[config.mk]
export PLATFORM = sky130hd
export DESIGN_NAME = tlb_miss_ram_arbiter
export DESIGN_NICKNAME = d
export VERILOG_FILES = /design/src/rtl/tlb_miss_ram_arbiter.sv
export SDC_FILE = /design/constraint.sdc
export NUM_CORES = 1
export LEC_CHECK = 0
export ABC_AREA = 1
export CORE_ASPECT_RATIO = 0.75
export CORE_MARGIN = 4
export CORE_UTILIZATION = 25
export CTS_CLUSTER_DIAMETER = 150
export CTS_CLUSTER_SIZE = 10
export DETAILED_ROUTE_END_ITERATION = 8
export GPL_TIMING_DRIVEN = 0
export MAX_ROUTING_LAYER = met4
export PLACE_DENSITY = 0.82
export SKIP_CTS_REPAIR_TIMING = 1
export SYNTH_ARGS = -nofsm -noshare
export SYNTH_HDL_FRONTEND = slang
export SYNTH_SLANG_ARGS = --single-unit
[constraint.sdc]
create_clock -name clk -period 1.98 [get_ports clk]
set_input_delay 0.297 -clock clk [delete_from_list [all_inputs] [get_ports clk]]
set_output_delay 0.297 -clock clk [all_outputs]
set_load 0.01 [all_outputs]
[src/rtl/tlb_miss_ram_arbiter.sv]
// Two-master arbiter for port s1 of the TLB-miss handler RAM: m0 has fixed priority,
// m1 gets a forced grant after STARVE_LIMIT consecutive denied cycles.
module tlb_miss_ram_arbiter #(
  parameter int ADDR_W       = 8,
  parameter int DATA_W       = 32,
  parameter int BE_W         = DATA_W/8,
  parameter int STARVE_LIMIT = 4
) (
  input  logic              clk,
  input  logic              reset_n,
  input  logic [ADDR_W-1:0] m0_address,
  input  logic              m0_read,
  input  logic              m0_write,
  input  logic [BE_W-1:0]   m0_byteenable,
  input  logic [DATA_W-1:0] m0_writedata,
  output logic              m0_waitrequest,
  output logic [DATA_W-1:0] m0_readdata,
  output logic              m0_readdatavalid,
  input  logic [ADDR_W-1:0] m1_address,
  input  logic              m1_read,
  input  logic              m1_write,
  input  logic [BE_W-1:0]   m1_byteenable,
  input  logic [DATA_W-1:0] m1_writedata,
  output logic              m1_waitrequest,
  output logic [DATA_W-1:0] m1_readdata,
  output logic              m1_readdatavalid,
  output logic [ADDR_W-1:0] ram_address,
  output logic              ram_chipselect,
  output logic              ram_write,
  output logic [BE_W-1:0]   ram_byteenable,
  output logic [DATA_W-1:0] ram_writedata,
  output logic              ram_clken,
  input  logic [DATA_W-1:0] ram_readdata
);
  localparam logic [7:0] LIMIT = 8'(STARVE_LIMIT);

  logic       req0, req1, force1, grant0, grant1;
  logic [7:0] starve_cnt_q, starve_cnt_d;
  logic       rd_vld_q, rd_vld_d;
  logic       rd_owner_q, rd_owner_d;

  always_comb begin
    req0   = m0_read | m0_write;
    req1   = m1_read | m1_write;
    force1 = req1 & (starve_cnt_q == LIMIT);
    grant1 = req1 & (~req0 | force1);
    grant0 = req0 & ~force1;

    m0_waitrequest = ~grant0;
    m1_waitrequest = ~grant1;

    // Idle bus still presents m0's fields; only write and chipselect are gated.
    ram_chipselect = grant0 | grant1;
    ram_address    = grant1 ? m1_address    : m0_address;
    ram_byteenable = grant1 ? m1_byteenable : m0_byteenable;
    ram_writedata  = grant1 ? m1_writedata  : m0_writedata;
    ram_write      = (grant0 & m0_write) | (grant1 & m1_write);
    ram_clken      = 1'b1;

    m0_readdata      = ram_readdata;
    m1_readdata      = ram_readdata;
    m0_readdatavalid = rd_vld_q & ~rd_owner_q;
    m1_readdatavalid = rd_vld_q & rd_owner_q;

    rd_vld_d   = (grant0 & m0_read) | (grant1 & m1_read);
    rd_owner_d = rd_vld_d ? grant1 : rd_owner_q;

    starve_cnt_d = starve_cnt_q;
    if (grant1 || !req1)
      starve_cnt_d = '0;
    else if (starve_cnt_q != LIMIT)
      starve_cnt_d = starve_cnt_q + 8'd1;
  end

  always_ff @(posedge clk or negedge reset_n) begin
    if (!reset_n) begin
      rd_vld_q     <= 1'b0;
      rd_owner_q   <= 1'b0;
      starve_cnt_q <= '0;
    end else begin
      rd_vld_q     <= rd_vld_d;
      rd_owner_q   <= rd_owner_d;
      starve_cnt_q <= starve_cnt_d;
    end
  end
endmodule

Yosys cells after proc, flatten, opt, wreduce, memory -nomap -nowiden. Cells that the tools add are included.

Add/subtract/negate cells: 1. Eq/ne operators: 2. Muxes and demuxes: 5. Bitwise operators: 20. Reduce and logical (&&, ||, !) cells: 3.

Operators by type and width (count): $mux 32 (1); $mux 8 (3); $and 1x1->1 (9); $add 8x1->8 const B (1); $eq 8x3->1 const B (1); $ne 8x3->1 const B (1); $or 1x1->1 (6); $not 1->1 (5); $mux 4 (1); $reduce_bool 2->1 (1); $logic_not 1->1 (1); $logic_or 1x1->1 (1).

Register bits: 10. Input port bits: 126. Output and inout port bits: 115. Word-level logic and storage cells: 34.

Depth between registers and ports, before layout. Gate-level depths: netlist of the first run.

Depth after elaboration: 6. Depth in mapped cells: 9. Depth with buffers taken out: 9.

Worst setup path before layout of the first run. Ideal clock, no wire load.

Path type: register -> output. From: register starve_cnt_q[0]. To: output ram_writedata[23]. Arrival time: 1.337 ns. Required time: 1.683 ns. Path slack: 0.346 ns. Stages on the path, launching flop included: 10. Buffers on the path: 1. Cells stage by stage: dfrtp_1 inv_1 ha_1 nand2_2 nor2_2 nand3_2 o21ai_4 buf_6 nand3_1 nand2_1.

Word-level cells in the longest chain between the ends: 5.

RTL lines: start, declared (line 38) `logic [7:0] starve_cnt_q, starve_cnt_d;`; start signal, assigned (line 83) `starve_cnt_q <= starve_cnt_d;`; $eq 8x3->1 (line 45) `force1 = req1 & (starve_cnt_q == LIMIT);`; $and 1x1->1 (line 45); $or 1x1->1 (line 46) `grant1 = req1 & (~req0 | force1);`; $and 1x1->1 (line 46); $mux 32 (line 56) `ram_writedata = grant1 ? m1_writedata : m0_writedata;`; end, declared (line 31) `output logic [DATA_W-1:0] ram_writedata,`.

No other way between the ends.

Worst setup path after layout of the first run.
From: input m1_read. To: output ram_writedata[6].

Word-level cells in the longest chain between the ends: 5.

RTL lines: start, declared (line 20) `input logic m1_read,`; $or 1x1->1 * (line 44) `req1 = m1_read | m1_write;`; $and 1x1->1 (line 45); $or 1x1->1 (line 46); $and 1x1->1 * (line 46); $mux 32 * (line 56).

Every way passes the cells marked *; elsewhere a longest branch is shown, timed or not.

==> flow_metrics.tcl, run 1 <==
set metrics [dict create \
    ys_seq_area_frac 0.142 \
    nets 671 \
    r2r_setup_slack_ns 0.32 \
    worst-path-max-fanout 8 \
    synthDistinctLibCells 20 \
    cp.required_ns 1.68 \
    setup_viol 46 \
    wl_per_cell_um 15.2 \
    cts.clk_slew.worst_paths_ns 0.05 \
    drt_iter0_drc 62 \
    final_max_slew_viol_count 0 \
    rsz0062_at_grt "yes" \
    grt_pass1_vias 2531 \
    cts_made_buffers 3 \
    drive_gt1_frac 0.397 \
    ios 241 \
    reg2reg_depth 10 \
    cts_root_buffer "clkbuf_8" \
    wirelength_um 9520 \
    syn_area_per_cell_um2 6.19 \
    failed_checks "negative setup slack" \
    port_buffers 207 \
    wl_met1_um 3360 \
    syn_area_mm2 0.00176 \
    end_kind "primary output" \
    firstDrtPassIters 4 \
    finalCritPeriodShare 1.20 \
    timing.hold.ws_ns 0.389 \
    yosys_warnings 0 \
    maxCapViolCount 0 \
    gr-total-overflow 0 \
    fin_ws_ns -0.397 \
    syn_inst 285 \
    grt_pass1_wl_um 12500 \
    dieArea_mm2 0.00847 \
    core_region_area_mm2 0.00683 \
    powerDensity_mw_per_mm2 421 \
    clockBufferDepth 2 \
    stdcell_area_mm2 0.00453 \
    clock_latency_ns 0.24 \
    clock_skew_ns 0.000924 \
    layoutNonFillerInstCount 626 \
    detail_route.vias_per_cell 4.34 \
    r2r_end "starve_cnt_q[3]" \
    vias 2718 \
    cts_tree "built" \
    dp.cells 576 \
    ys.flop_type "dfrtp_1" \
    placed_cell_area_mm2 0.00394 \
    highest_layer "met4" \
    grt_util_all_layers 0.188 \
    setup.worst_path.start_class "primary input" \
    crit-reg2reg-launch "starve_cnt_q[1]" \
    timing.fmax_mhz 421 \
    cts_sinks 10 \
    initial_core_util 0.258 \
    die-height_um 80.7 \
    period_needed_ns 2.38 \
    htree_num_levels 1 \
    gp_congestion 0.898 \
    ant_nets 0 \
    wl_met2_um 5220 \
    synth_edf_count 0 \
    arrival_ns 2.08 \
    drc 0 \
    synth.net_count 413 \
    dp_hpwl_um 7380 \
    finish.utilization 0.664 \
    grt_max_degree 11 \
    wl_met3_um 757 \
    die_w_um 105 \
    outcome "complete, but fails checks" \
    irDropWorstVdd_mv 0.223 \
    areaGrowthSynthToFinish_pct 157 \
    antenna_found_initial 0 \
    power_leakage_nw 2.31 \
    ys_ff_latch 10 \
    final_hold_viol_count 0 \
    critical_path_class "in2out" \
    diodes 0 \
    rows 26 \
    hold_path.class "in2async" \
    synthArstFlopShare 1.00 \
]
==> power by group <==
part	switching [mW]	total [mW]	internal [mW]
combinational	0.561	1.40	0.843
clock	0.0854	0.261	0.175
sequential	0.0198	0.243	0.224
==> synth_stat cells, types with 3 or more instances <==
cell,n,area share
buf_4,66,0.28
buf_6,8,0.051
inv_1,10,0.021
nand2_1,104,0.22
nor2_1,16,0.034
inv_2,3,0.0064
nand3_1,46,0.13
dfrtp_1,10,0.14
xor2_1,4,0.020
nand3_2,5,0.028
==> cells in the final DEF, fill, tap and decap left out, types with 8 or more instances in the layout <==
cell type	netlist	layout
nand2_1	104	89
buf_4	66	85
nor2_1	16	13
inv_1	10	8
nand2_2	1	16
nand3_1	46	31
dfrtp_1	10	10
nand3_2	5	19
buf_6	8	51
clkdlybuf4s50_1	0	157
buf_2	1	20
dlymetal6s2s_1	0	10
==> flip-flops by register name (all words and copies together) (netlist names) <==
register,count
rd_owner_q,1
rd_vld_q,1
starve_cnt_q,8
==> worst max-delay path by stage <==
stage	slack, ns	cells after the start	to	from
2_1_floorplan	0.35	9	ram_writedata[23]	starve_cnt_q[0]
5_1_grt	-0.47	12	ram_writedata[6]	m1_write
3_3_place_gp	-0.54	8	ram_writedata[23]	m1_read
6_report	-0.40	12	ram_writedata[6]	m1_read
4_1_cts	-0.70	9	ram_writedata[23]	starve_cnt_q[0]
3_5_place_dp	-0.57	7	ram_writedata[23]	m0_read
==> layer usage <==
metal	global-route usage	vias to the layer above
li1	-	1338
met1	0.210	1226
met2	0.356	138
met3	0.0353	16
met4	0.0328	0
met5	-	-
==> through the flow <==
| stage | power [mW] | setup WS (ns) | setup TNS, ns |
|---|---|---|---|
| final | 1.91 | -0.397 | -11.12 |
| after detailed placement | 1.41 | -0.569 | -23.53 |
| after floorplan | 0.736 | 0.346 | 0 |
| after global placement | 1.38 | -0.538 | -21.46 |
| after CTS | 1.68 | -0.700 | -29.76 |
| after global routing | 2.03 | -0.472 | -15.62 |
==> kinds of logic (layout without fill, tap and decap cells) <==
group                      Yosys count  count (layout)  share of synthesized area
adders and majority gates            2               2                     0.0142
DFF                                 10              10                      0.142
buffers and inverters               90             346                      0.371
other                                1               1                    0.00213
xor gates and xnor gates             5               5                     0.0248
and+or+nand+nor                    174             174                      0.424
AOI/OAI and AO/OA                    3               4                     0.0213
==> worst max-delay path, stage by stage <==
cell and delay (ns):
clkdlybuf4s50_1 0.53, nor2_4 0.08, nor2_2 0.17, nand3_4 0.11
o21ai_4 0.18, buf_6 0.16, buf_6 0.10, buf_6 0.09
buf_6 0.09, nand3_2 0.07, nand2_2 0.09, buf_6 0.11
==> area by class of cell <==
class	instances	area, um^2
flip-flops and latches	10	250
plain buffers	77	608
clock buffers	4	55.1
multi-input cells	186	1020
inverters	13	51.3
fillers	588	2300
well taps	84	105
repair buffers	252	2440
No activity file was read; power rests on OpenSTA's default activity.
==> inputs of run 2 (changes only) <==
--- a/config.mk
+++ b/config.mk
@@ -9,7 +9,6 @@
 export CORE_ASPECT_RATIO = 0.75
 export CORE_MARGIN = 4
 export CORE_UTILIZATION = 25
-export CTS_CLUSTER_DIAMETER = 150
 export CTS_CLUSTER_SIZE = 10
 export DETAILED_ROUTE_END_ITERATION = 8
 export GPL_TIMING_DRIVEN = 0
==> results of run 2 <==
The final DEF is identical to that of run 1; final timing and power are the same.
==> inputs of run 3 (changes only) <==
--- a/config.mk
+++ b/config.mk
@@ -5,15 +5,15 @@
 export SDC_FILE = /design/constraint.sdc
 export NUM_CORES = 1
 export LEC_CHECK = 0
-export ABC_AREA = 1
 export CORE_ASPECT_RATIO = 0.75
 export CORE_MARGIN = 4
-export CORE_UTILIZATION = 25
+export CORE_UTILIZATION = 26
+export CTS_CLUSTER_DIAMETER = 30
 export CTS_CLUSTER_SIZE = 10
 export DETAILED_ROUTE_END_ITERATION = 8
 export GPL_TIMING_DRIVEN = 0
 export MAX_ROUTING_LAYER = met4
-export PLACE_DENSITY = 0.82
+export PLACE_DENSITY = 0.84
 export SKIP_CTS_REPAIR_TIMING = 1
 export SYNTH_ARGS = -nofsm -noshare
 export SYNTH_HDL_FRONTEND = slang
==> run 3 against run 2 <==
Against the previous run: the run still ends with negative setup slack left; wire length fell by 11%; critical path depth fell by 3; final area fell by 6.7%; final cell count fell by 24%; sequential share of layout area rose by 0.43 points; power rose by 1.2%; non-clock buffer count fell by 43; global-route usage fell by 1.4 points; synthesized cell count fell by 39%; clock skew rose by 0.0047 ns; clock power fell by 19%; clock-buffer cell count fell by 1; critical endpoint is now ram_byteenable[2].
==> flow_metrics.tcl, run 3 <==
set metrics [dict create \
    firstDrtPassIters 4 \
    dieArea_mm2 0.00836 \
    final_max_slew_viol_count 0 \
    clockBufferDepth 2 \
    reg_top3 "starve_cnt_q (8), rd_owner_q (1), rd_vld_q (1)" \
    max_slew.worst_pin.slew_ns 0.556 \
    synth_edf_count 0 \
    synth_largest_area_cell "mux2_4" \
    power_leakage_nw 1.95 \
    gp_congestion 0.773 \
    grt_util_all_layers 0.174 \
    fill_cells 571 \
    arrival_ns 2.09 \
    dp_hpwl_um 7200 \
    setup_viol 45 \
    setup.worst_path.start_class "flip-flop" \
    rsz0062_at_grt "yes" \
    dp.cells 465 \
    synthArstFlopShare 1.00 \
    ys_ff_latch 10 \
    core_region_area_mm2 0.00677 \
    drive_gt1_frac 0.468 \
    regMostFlops "starve_cnt_q" \
    r2r_end "starve_cnt_q[7]" \
    detail_route.vias_per_cell 4.16 \
    placed_cell_area_mm2 0.00398 \
    final_common_cell "clkdlybuf4s50_1" \
    maxSlewHeadroom 0.627 \
    end_kind "primary output" \
    yosysMostFrequentCell "buf_4" \
    reg2reg_depth 6 \
    die_w_um 104 \
    grt_pass1_vias 1906 \
    layout_common_cells "clkdlybuf4s50_1 (159), buf_4 (68), mux2_4 (43)" \
    critical_path_class "reg2out" \
    vias 1984 \
    port_buffers 207 \
    outcome "complete, but fails checks" \
    syn_inst 174 \
    grt_max_degree 11 \
    fin_ws_ns -0.412 \
    rows 26 \
    crit-reg2reg-launch "starve_cnt_q[0]" \
    syn_area_per_cell_um2 10.4 \
    netlist_top_cells_area "mux2_4 (32%), buf_4 (27%), dfrtp_1 (14%)" \
    clock_latency_ns 0.24 \
    maxCapViolCount 0 \
    cts_tree "built" \
    diodes 0 \
    r2r_setup_slack_ns 0.40 \
    worst-path-max-fanout 7 \
    wl_per_cell_um 17.8 \
    cts.clk_slew.worst_paths_ns 0.05 \
    irDropWorstVdd_mv 0.445 \
    grt_pass1_wl_um 11000 \
    hold_path.class "in2async" \
    synth.net_count 302 \
    finalCritPeriodShare 1.21 \
    cts_root_buffer "clkbuf_8" \
    cts_made_buffers 3 \
    clock_skew_ns 0.00560 \
    ant_nets 0 \
    yosys_warnings 0 \
    ys.flop_type "dfrtp_1" \
    antenna_found_initial 0 \
    ys_seq_area_frac 0.139 \
    drc 0 \
    timing.fmax_mhz 418 \
    largest_reg_flops 8 \
    failed_checks "negative setup slack" \
    cts_sinks 10 \
    nets 523 \
    htree_num_levels 1 \
    final_hold_viol_count 0 \
    wirelength_um 8510 \
    drt_iter0_drc 47 \
    synth_top_area_share 0.324 \
    layoutNonFillerInstCount 477 \
    initial_core_util 0.267 \
    powerDensity_mw_per_mm2 457 \
    ios 241 \
    gr-total-overflow 0 \
    cp.required_ns 1.68 \
    syn_area_mm2 0.00181 \
    synth_common_cells "buf_4 (65), mux2_4 (39), dfrtp_1 (10)" \
    die-height_um 80.2 \
    stdcell_area_mm2 0.00423 \
    period_needed_ns 2.39 \
    areaGrowthSynthToFinish_pct 134 \
    synthDistinctLibCells 29 \
]
==> run 3: layout make-up <==
class / count / area, um^2 / share of cell area
timing repair buffer: 216 / 2230 / 0.527
tap: 84 / 105 / 0.0249
inverter: 7 / 26.3 / 0.00621
sequential: 10 / 251 / 0.0595
multi-input combinational: 87 / 998 / 0.236
buffer: 70 / 579 / 0.137
clock buffer: 3 / 41.3 / 0.00976
==> run 3: critical path, stage by stage (launching register included) <==
cell and delay (ns):
dfrtp_2 0.43, inv_2 0.08, ha_4 0.11, and4bb_4 0.26, a21oi_4 0.08, nor2_8 0.15, buf_12 0.16, clkbuf_16 0.16
mux2_4 0.29, clkbuf_2 0.13
==> run 3: how the worst max path moves through the flow <==
stage | startpoint | endpoint | slack [ns] | depth (start not counted)
2_1_floorplan | starve_cnt_q[0] | ram_address[2] | 0.09 | 7
3_3_place_gp | m0_read | ram_writedata[11] | -0.75 | 7
3_5_place_dp | m0_read | ram_writedata[11] | -0.73 | 7
4_1_cts | starve_cnt_q[0] | ram_writedata[11] | -0.84 | 8
5_1_grt | starve_cnt_q[0] | ram_writedata[1] | -0.50 | 9
6_report | starve_cnt_q[0] | ram_byteenable[2] | -0.41 | 9
==> run 3: kinds of logic (layout without fill, tap and decap cells) <==
kind of cell | count (synthesis) | in the layout | synth area share
xor+xnor | 6 | 6 | 0.0291
mux | 44 | 44 | 0.356
other cells | 1 | 1 | 0.00208
simple gates | 24 | 24 | 0.0894
flops | 10 | 10 | 0.139
buf+inv | 77 | 296 | 0.331
compound gates | 10 | 10 | 0.0402
fa+ha+maj | 2 | 2 | 0.0139
==> run 3: power by group <==
part / switching (mW) / internal [mW]
sequential: 0.0294 / 0.233
clock: 0.0786 / 0.133
combinational: 0.501 / 0.955
total: 0.609 / 1.32
==> run 3: routing by layer <==
metal | vias to the layer above | track usage | share of wire
li1 | 968 | - | -
met1 | 920 | 0.201 | 0.39
met2 | 94 | 0.315 | 0.54
met3 | 2 | 0.0474 | 0.069
met4 | 0 | 0.0173 | 0.0018
met5 | - | - | 0
==> run 3: through the flow <==
| step | power [mW] | hold slack (ns) | util | setup TNS [ns] | setup WS, ns |
|---|---|---|---|---|---|
| after floorplan | 0.905 | 0.00141 | - | 0 | 0.0867 |
| after global placement | 1.54 | 0.529 | 0.589 | -32.89 | -0.747 |
| after detailed placement | 1.56 | 0.536 | 0.589 | -32.30 | -0.734 |
| after CTS | 1.78 | 0.398 | 0.595 | -37.03 | -0.836 |
| after global routing | 2.03 | 0.422 | 0.625 | -20.63 | -0.498 |
| final | 1.93 | 0.389 | 0.625 | -17.04 | -0.412 |
